### src/rtl/matrix_feeder.sv
// matrix_feeder
//   Source-side operand responder for the systolic-array TOP port. Holds one
//   ROWS x COLS matrix A and one matrix B loaded by a host, issues a one-cycle
//   data_valid kick once armed, then answers each read_data request with the
//   next A/B element pair one cycle later.
//
//   Optional feature macro: MATRIX_FEEDER_TRANSPOSE_B_EN
//     defined   : B is served column-major (addr = (i % COLS)*ROWS + i / COLS)
//     undefined : A and B are both served row-major at address ptr
//
// Ports
//   clk           in   rising-edge clock
//   rst           in   synchronous active-high reset
//   wr_en         in   host write strobe (accepted only while EMPTY)
//   wr_sel        in   0 = matrix A, 1 = matrix B
//   wr_addr       in   row-major element index
//   wr_data       in   element value
//   load_go       in   both matrices loaded, arm the feeder
//   read_data     in   element request from TOP
//   start_compute in   rewind read pointer (replay)
//   done          in   TOP finished, release buffer
//   data_valid    out  one-cycle start pulse to TOP
//   data_in_A     out  registered A element (0 when out_valid is 0)
//   data_in_B     out  registered B element (0 when out_valid is 0)
//   out_valid     out  data_in_A/data_in_B carry a requested element
//   busy          out  state is not EMPTY
//   err           out  sticky protocol-error flag, cleared only by rst
module matrix_feeder #(
  parameter  int DATA_WIDTH = 8,
  parameter  int ROWS       = 4,
  parameter  int COLS       = 4,
  localparam int DEPTH      = ROWS * COLS,
  localparam int AW         = $clog2(DEPTH)
) (
  input  logic                  clk,
  input  logic                  rst,
  input  logic                  wr_en,
  input  logic                  wr_sel,
  input  logic [AW-1:0]         wr_addr,
  input  logic [DATA_WIDTH-1:0] wr_data,
  input  logic                  load_go,
  input  logic                  read_data,
  input  logic                  start_compute,
  input  logic                  done,
  output logic                  data_valid,
  output logic [DATA_WIDTH-1:0] data_in_A,
  output logic [DATA_WIDTH-1:0] data_in_B,
  output logic                  out_valid,
  output logic                  busy,
  output logic                  err
);

  typedef enum logic [1:0] {EMPTY, ARMED, STREAM, DRAINED} state_t;

  localparam logic [AW:0]   DEPTH_W  = (AW + 1)'(DEPTH);
  localparam logic [AW-1:0] LAST_IDX = AW'(DEPTH - 1);

  logic [DATA_WIDTH-1:0] mem_a [DEPTH];
  logic [DATA_WIDTH-1:0] mem_b [DEPTH];

  state_t                state, state_n;
  logic [AW-1:0]         ptr, ptr_n;
  logic [AW-1:0]         b_addr;
  logic                  addr_ok;
  logic                  dv_n, ov_n, err_n;
  logic [DATA_WIDTH-1:0] a_n, b_n;

  assign addr_ok = ({1'b0, wr_addr} < DEPTH_W);
  assign busy    = (state != EMPTY);

`ifdef MATRIX_FEEDER_TRANSPOSE_B_EN
  always_comb begin
    b_addr = AW'(((int'(ptr) % COLS) * ROWS) + (int'(ptr) / COLS));
  end
`else
  always_comb begin
    b_addr = ptr;
  end
`endif

  // Operand storage: host writes only while EMPTY; contents survive reset.
  always_ff @(posedge clk) begin
    if (wr_en && (state == EMPTY) && addr_ok) begin
      if (wr_sel) mem_b[wr_addr] <= wr_data;
      else        mem_a[wr_addr] <= wr_data;
    end
  end

  // State and registered outputs.
  always_ff @(posedge clk) begin
    if (rst) begin
      state      <= EMPTY;
      ptr        <= '0;
      data_valid <= 1'b0;
      out_valid  <= 1'b0;
      data_in_A  <= '0;
      data_in_B  <= '0;
      err        <= 1'b0;
    end else begin
      state      <= state_n;
      ptr        <= ptr_n;
      data_valid <= dv_n;
      out_valid  <= ov_n;
      data_in_A  <= a_n;
      data_in_B  <= b_n;
      err        <= err_n;
    end
  end

  // Next-state and next-output logic. Priority: done > start_compute > read_data.
  always_comb begin
    state_n = state;
    ptr_n   = ptr;
    dv_n    = 1'b0;
    ov_n    = 1'b0;
    a_n     = '0;
    b_n     = '0;
    err_n   = err;

    if (wr_en && ((state != EMPTY) || !addr_ok)) err_n = 1'b1;

    unique case (state)
      EMPTY: begin
        if (read_data) err_n = 1'b1;
        if (load_go) begin
          state_n = ARMED;
          dv_n    = 1'b1;
        end
      end
      ARMED, STREAM: begin
        if (start_compute) begin
          state_n = ARMED;
          ptr_n   = '0;
        end else if (read_data) begin
          ov_n = 1'b1;
          a_n  = mem_a[ptr];
          b_n  = mem_b[b_addr];
          if (ptr == LAST_IDX) begin
            ptr_n   = '0;
            state_n = DRAINED;
          end else begin
            ptr_n   = ptr + 1'b1;
            state_n = STREAM;
          end
        end
      end
      DRAINED: begin
        if (start_compute) begin
          state_n = ARMED;
          ptr_n   = '0;
        end else if (read_data) begin
          err_n = 1'b1;
        end
      end
      default: state_n = EMPTY;
    endcase

    if (done) begin
      if (state != DRAINED) err_n = 1'b1;
      state_n = EMPTY;
      ptr_n   = '0;
      ov_n    = 1'b0;
      a_n     = '0;
      b_n     = '0;
    end
  end

endmodule

### config.mk
export PLATFORM = sky130hd
export DESIGN_NAME = matrix_feeder
export DESIGN_NICKNAME = d
export VERILOG_FILES = /design/src/rtl/matrix_feeder.sv
export SDC_FILE = /design/constraint.sdc
export NUM_CORES = 1
export LEC_CHECK = 0
export CORE_MARGIN = 5
export CORE_UTILIZATION = 55
export DETAILED_ROUTE_END_ITERATION = 7
export PLACE_DENSITY = 0.71
export SETUP_SLACK_MARGIN = 0.1
export SKIP_LAST_GASP = 1
export SYNTH_ARGS = -nofsm -noshare
export SYNTH_HDL_FRONTEND = slang
export SYNTH_SLANG_ARGS = --single-unit
### constraint.sdc
create_clock -name clk -period 5.9 [get_ports clk]
set_clock_uncertainty 0.05 [all_clocks]
set_input_delay 1.475 -clock clk [delete_from_list [all_inputs] [get_ports clk]]
set_output_delay 1.475 -clock clk [all_outputs]
set_load 0.02 [all_outputs]
; Word level (Yosys, flattened, before mapping)
; Memory sizes are Yosys's and may differ from the RTL's. A register that Yosys moved wholly into a read port is not among the register bits.
; Cells that the tools add are included.
; Widths: inputs -> output; s select.
[totals]
reg_bits = 9
in_bits = 20
elab_cells = 56
output_inout_bits = 20
ramBits = 256
n_memories = 2
[classes]
n_bitwise = 3
n_addsub = 1
mux = 25
reduce_logical = 12
n_eq_ne = 8
[mem_list]
columns = memory, words, word_bits, rd, rd_ports_with_merged_regs, wr, line_no
row1 = mem_a, 16, 8, 1, 1, 1, 58  ; logic [DATA_WIDTH-1:0] mem_a [DEPTH];
row2 = mem_b, 16, 8, 1, 1, 1, 59  ; logic [DATA_WIDTH-1:0] mem_b [DEPTH];
[ops]
columns = op, count
row1 = $mux 4, 4
row2 = $mux 1, 14
row3 = $mux 2, 4
row4 = $pmux 4 s2, 1
row5 = $ne 2x2->1 const B, 3
row6 = $pmux 2 s3, 1
row7 = $reduce_and 3->1, 2
row8 = $reduce_or 2->1, 3
row9 = $reduce_or 5->1, 1
row10 = $add 4x1->4 const B, 1
row11 = $eq 2x2->1 const B, 2
row12 = $eq 4x4->1 const B, 1
row13 = $reduce_bool 2->1, 2
row14 = $reduce_or 4->1, 1
row15 = $ne 3x3->1 const B, 1
row16 = $not 1->1, 3
row17 = $eq 2x1->1 const B, 1
row18 = $logic_and 1x1->1, 2
row19 = $logic_not 2->1, 1
row20 = $pmux 1 s2, 1

; Longest topological paths before layout
; Gate-level depths: netlist of the first run.
[logic_depth]
depth_word = 8
ltp_mapped = 6
mapped_depth_nobuf = 6

; Worst setup path after synthesis of the first run
; OpenSTA, ideal clock, no wires.
[synth_path]
path_type = input port to flip-flop
start = in wr_addr[2]
end = mem mem_a[4][0] (enable)
setup_time_ns = 0.383
cell_stages = 4
arrival_time_ns = 2.831
path_slack_ns = 2.636
path_cell_list = clkbuf_1 > nand2b_1 > or3_1 > nor3_1
[synth_lines]
columns = item, line_no
row1 = from (decl), 39  ; input logic [AW-1:0] wr_addr,
row2 = to (decl), 58
; Straight into the memory's write port.

; Worst setup path in the final report of the first run
[layout_path]
start = reg state[0]
end = out busy
[layout_via]
elab_chain_len = 1
[layout_rtl]
columns = item, line_no
row1 = from (decl), 61  ; state_t state, state_n;
row2 = from (signal assigned), 100  ; state <= state_n;
row3 = $reduce_bool 2->1, 69  ; assign busy = (state != EMPTY);
row4 = to (decl), 49  ; output logic busy,
; No other way between the ends.

==> results of run 1 <==
==> Yosys cell counts, drive strengths merged <==
library cell,n,share of area [%]
a211oi,32,2.4
a21o,2,0.14
a21oi,3,0.14
a221oi,1,0.080
a2bb2oi,2,0.16
a311oi,1,0.080
a32oi,1,0.080
a41oi,1,0.080
and2b,1,0.068
and3,1,0.057
and4,2,0.16
buf,21,1.6
clkbuf,12,0.41
dfxtp,25,4.5
edfxtp,256,70
ha,3,0.34
inv,6,0.20
mux2i,17,1.5
mux4,64,14
nand2,7,0.24
nand2b,6,0.34
nand3,6,0.27
nand3b,2,0.14
nand4b,1,0.080
nor2,34,1.2
nor2b,18,1.0
nor3,10,0.45
nor4,1,0.057
o21ai,2,0.091
o22a,1,0.080
o22ai,1,0.057
or2,1,0.057
or3,2,0.11
==> layout make-up <==
cell class                 instances  share of cell area [%]
sequential                       281                    65.5
multi-input combinational        223                    20.5
clock buffer                      34                    5.95
timing repair buffer              46                    3.54
tap                              265                    2.65
clock inverter                    18                    1.57
inverter                           6                   0.180
antenna                            2                  0.0400
==> sequential cells by signal, indices dropped and copies added, names as in the netlist <==
name        cells
b_addr          4
data_in_A       8
data_in_B       8
data_valid      1
err             1
mem_a         128
mem_b         128
out_valid       1
state           2
==> power by group <==
part | internal, uW | switching (uW)
Combinational | 33.7 | 64.5
Sequential | 2190 | 4.87
Clock | 1070 | 717
Total | 3290 | 786
==> routing by layer <==
layer | vias to the layer above | track usage [%]
met2 | 172 | 31.8
met3 | 40 | 3.62
li1 | 2332 | -
met4 | 0 | 5.21
met5 | - | 0
met1 | 2717 | 26.8
==> worst min-delay path, cell delays in order, from the launching register on <==
cell     delay (ns)
dfxtp_1        0.33
a21oi_1        0.12
nor3_1         0.06
==> path summary, 6_finish.rpt <==
check	slack, ns	end
worst max-delay path	2.40	busy
worst min register to register	0.49	state[0]
worst max register to register	3.03	data_in_B[1]
worst min-delay path	0.49	state[0]
==> through the flow <==
stage	power, uW	hold WS [ns]	util (%)
3_5_place_dp	2330	0.492	59.0
3_3_place_gp	2330	0.467	59.0
2_1_floorplan	2270	0.454	-
6_report	4080	0.492	63.8
5_1_grt	4200	0.528	63.8
4_1_cts	4100	0.502	63.8
==> cells by family after synthesis <==
logic type,count (synthesis)
buffers and inverters,39
adder cells (fa/ha/maj),3
multiplexers,81
AO/OA/AOI/OAI,47
flip-flops,281
AND/OR/NAND/NOR,92
==> run metrics, run 1 <==
net count after synthesis 566; post-synthesis sequential area ratio 74.4%; post-synthesis compound-gate area fraction 3.34%; Ys Warns 0; WL/cell 24.2 um; Fin. Hold Viols 0; pin count of the biggest net entering global routing 40; Yosys reg bits 281; drt drc 0; crit path from state[0]; Tot GR Track Use 19.3%; CP delay by family, top buffers and inverters; DP Wirelength 12.7 mm; RSZ-0062 raised after global routing false; routed wl met2 10.7 mm; Die Y-Extent 151 um; Buf/Inv on CP 3; CP Max Fanout 6; placed cell areas 0.0116 mm^2; IO Port Bufs 39; DRT Pass-1 Iters 5; status completed; pwr dens 326 mW/mm^2; Nets 609; crit-path cells inv_1 > ha_1 > inv_1 > clkdlybuf4s50_1; Vias/cell 6.01; worst slew pin tran 1.22 ns; core area 0.0196 mm^2; vias after detailed routing 5261; final setup fails 0; P_leak 0.00384 uW; Clk Latency, worst-skew pair 0.53 ns; first-pass GRT wire length 32.5 mm; Simple-Gate Fraction of Synth Area 4.22%; area share of fa/ha/maj cells after synthesis 0.341%; Reg clk slew, reported paths 0.06 ns; crit end category output pin; crit path time final 3.50 ns; Worst EP arrival 1.97 ns; Slew Limit Fails 0; CTS Sinks 281; Syn-to-layout area delta 13.6%; Crit-path slowest cell clkdlybuf4s50_1; pre-CTS WS 1.93 ns; DIE AREA 0.0229 mm^2; Cell Area, Synth 0.0110 mm^2; Slew HR 18.0%; Routed Antenna Nets 0; crit share post-route 59.3%; fin area 0.0125 mm^2; Startpoint Class flip-flop; max layer used met4; Crit path largest cell delay 0.61 ns; Gate Count Post-Synth 543; most used cell, CP inv_1; Hold Path Class reg -> reg; total of max-cap violations 0; total gr overflow 0; R2R depth 4; CTS tree yes; Levels on crit path 4; I/O pins 40; layout cells sized above 1 16.6%; main combinational cell family by area after synthesis multiplexers; most frequent cells in the layout edfxtp_1 (256), mux4_2 (41), clkdlybuf4s50_1 (39); Unique masters post-synth 40; H-tree depth 1; HP Start state[0]; PnR worst setup slack 2.40 ns; area of the multi-input gates 0.00257 mm^2; post-synthesis mux area share 15.4%; FF/Latch Area 0.00819 mm^2; post-route setup TNS 0 ns; Clock Root Buffer clkbuf_16; Initial DRC Count 363; final WL 21.2 mm; post-synthesis xor/xnor area fraction 0%; Placed Cells 821; CTS Hold Bufs 0; # resized after CTS 0; Peak Freq 286 MHz; Max Root-Sink Buffers 3; leading cell type in the layout, fill and taps excluded edfxtp_1; hold path cells 2; CTS Buf Count 28; CP required 4.38 ns; met3 WL 1.31 mm; vias in the first global route 5398; maximum vdd drop 0.296 mV; Rows 51; FF-to-FF Start b_addr[0]; fin cells 875; critical path class reg -> out; routability cong. 0.811; initial antenna violation count 1; Post-CTS Repair Setup Buffers 0; post-synthesis average cell area 20.3 um^2; chip width 151 um; Initial Util 56.2%; M1 wire length 8.62 mm; fill cell count 1327
Note: power is estimated with default switching activity, not from simulation.
==> run 2: changes to the inputs <==
==> constraint.sdc (replaced) <==
create_clock -name clk -period 3.25 [get_ports clk]
set_clock_uncertainty 0.05 [all_clocks]
set_input_delay 0.8125 -clock clk [delete_from_list [all_inputs] [get_ports clk]]
set_output_delay 0.8125 -clock clk [all_outputs]
set_load 0.02 [all_outputs]
==> run 2 against run 1 <==
Die area stayed put. Sequential cell count is the same. Non-clock buffer count grew 44. Sequential power increased by 81%. Combinational power increased by 100%. Total power is 77% higher. Cell count rose by 4.7%. Via count is 4.6% higher. Setup slack worse by 2.0 ns. Clock power is 70% higher. Sequential share of layout area is 1.4 points lower. First-iteration DRC count up 47%. Largest cell class unchanged. Largest power group unchanged. Highest routed layer is now met5.
==> run metrics, run 2 (same netlist as run 1, synthesis figures left out) <==
Rows 51 (unchanged); final WL 21.7 mm (was 21.2 mm); biggest regs mem_a (128), mem_b (128) (unchanged); WL/cell 23.7 um (was 24.2 um); Crit path largest cell delay 0.61 ns (about the same); layout cells sized above 1 21.7% (was 16.6%); RSZ-0062 raised after global routing false (unchanged); IO Port Bufs 39 (unchanged); drt drc 0 (unchanged); overall power 7220 uW (was 4080 uW); Post-CTS Repair Setup Buffers 0 (unchanged); Clk Latency, worst-skew pair 0.53 ns (about the same); Peak Freq 353 MHz; Tot GR Track Use 19.8% (was 19.3%); Clock Root Buffer clkbuf_16 (unchanged); maximum vdd drop 0.359 mV (was 0.296 mV); Reg clk slew, reported paths 0.06 ns (about the same); pwr dens 565 mW/mm^2 (was 326 mW/mm^2); reg2reg end data_in_B[0] (was data_in_B[1]); Hold Path Class reg -> reg (unchanged); Startpoint Class flip-flop (unchanged); sequential share of power 55.0% (was 53.7%); P_leak 0.00405 uW (was 0.00384 uW); most used cell, CP inv_1 (unchanged); H-tree depth 1 (unchanged); core area 0.0196 mm^2 (unchanged); most frequent cells in the layout edfxtp_1 (256), buf_4 (50), mux4_2 (41) (was edfxtp_1 (256), mux4_2 (41), clkdlybuf4s50_1 (39)); crit path time final 2.84 ns; internal power 5850 uW (was 3290 uW); vias after detailed routing 5505 (was 5261); CP required 2.39 ns (was 4.38 ns); Crit-path slowest cell clkdlybuf4s50_1 (unchanged); Levels on crit path 4 (unchanged); worst slew pin tran 0.760 ns (was 1.22 ns); Buf/Inv on CP 3 (unchanged); total of max-cap violations 0 (unchanged); antenna fix cells 0 (was 2); post-route setup TNS 0 ns (unchanged); Slew Limit Fails 0 (unchanged); sw frac 18.9% (was 19.3%); sink of the worst hold path state[0] (unchanged); total gr overflow 0 (unchanged); leading cell type in the layout, fill and taps excluded edfxtp_1 (unchanged); routability cong. 0.848 (was 0.811); Initial Util 56.2% (unchanged); first-pass GRT wire length 33.2 mm (was 32.5 mm); Finished Core Util 65.3% (was 63.8%); CTS Hold Bufs 0 (unchanged); Slew HR 49.3% (was 18.0%); HP Start state[0] (unchanged); sw power 1370 uW (was 786 uW); final setup fails 0 (unchanged); # resized after CTS 0 (unchanged); vias in the first global route 5607 (was 5398); hold path cells 2 (unchanged); Vias/cell 6.01 (about the same); reg2reg setup slack 1.06 ns (was 3.03 ns); CTS Buf Count 28 (unchanged); crit-path cells inv_1 > ha_1 > inv_1 > clkdlybuf4s50_1 (unchanged); crit share post-route 87.3%; Nets 653 (was 609); Worst EP arrival 1.97 ns (about the same); pin count of the biggest net entering global routing 33 (was 40); Initial DRC Count 535 (was 363); Syn-to-layout area delta 16.2% (was 13.6%); Routed Antenna Nets 0 (unchanged); crit path from state[0] (unchanged); Max Root-Sink Buffers 3 (unchanged); critical path class reg -> out (unchanged); CTS Sinks 281 (unchanged); DIE AREA 0.0229 mm^2 (unchanged); CP delay by family, top buffers and inverters (unchanged); Fin. Hold Viols 0 (unchanged); Clock Power Share 42.3% (was 43.9%); R2R depth 5 (was 4); CP Max Fanout 6 (unchanged); initial antenna violation count 1 (unchanged); DP Wirelength 13.8 mm (was 12.7 mm); chip width 151 um (unchanged); crit end category output pin (unchanged); I/O pins 40 (unchanged); Logic pwr share 2.7% (was 2.4%); CTS tree yes (unchanged); FF-to-FF Start b_addr[0] (unchanged); DRT Pass-1 Iters 5 (unchanged); status completed (unchanged); Die Y-Extent 151 um (unchanged)
run 2: cell count changes in the layout (fill, tap and decap cells not counted):
cell        delta
clkbuf_1       +6
clkbuf_8       +1
clkinv_4       -1
bufinv_16      -2
buf_4         +43
clkinvlp_4     -2
diode_2        -2
buf_12         +1
clkinv_1       -3
run 2: worst min-delay path, delay by kind of cell, from the launching register on:
| family | cells | cell delay [ns] |
|---|---|---|
| AOI/OAI and AO/OA | 1 | 0.12 |
| DFF | 1 | 0.32 |
| and+or+nand+nor | 1 | 0.06 |
run 2: through the flow:
step / hold WS [ns] / std cells / setup slack, ns / area, um^2
finish: 0.499 / 916 / 0.414 / 12800
global route: 0.564 / 916 / 0.312 / 12800
CTS: 0.502 / 916 / 0.388 / 12800
detailed placement: 0.493 / 865 / 0.428 / 11900
global placement: 0.471 / 865 / 0.430 / 11900
floorplan: 0.454 / 543 / 0.648 / 11000
run 2: final cells by class:
type | count | area [um^2]
Sequential cell | 281 | 8190
Fill cell | 1288 | 6810
Multi-Input combinational cell | 223 | 2570
Timing Repair Buffer | 90 | 786
Clock buffer | 41 | 781
Tap cell | 265 | 332
Clock inverter | 10 | 101
Inverter | 6 | 22.5
run 2: power groups by stage:
stage	clock, uW	sequential, uW	combinational (uW)
6_report	3050	3970	197
5_1_grt	3290	3970	212
4_1_cts	3110	3970	199
3_5_place_dp	0	4050	199
3_3_place_gp	0	4050	190
2_1_floorplan	0	4050	74.5
run 2: worst max path at each step:
stage,to,slack (ns)
global placement,mem_b[11][7],0.43
floorplan,mem_a[4][0],0.65
CTS,busy,0.39
detailed placement,mem_a[8][4],0.43
finish,busy,0.41
global route,busy,0.31
run 2: routing by layer:
metal | GRT usage (%) | share of wire (%)
met5 | 0 | 0.060
met4 | 4.17 | 1.7
met3 | 3.41 | 5.7
met2 | 33.0 | 50
met1 | 28.0 | 42
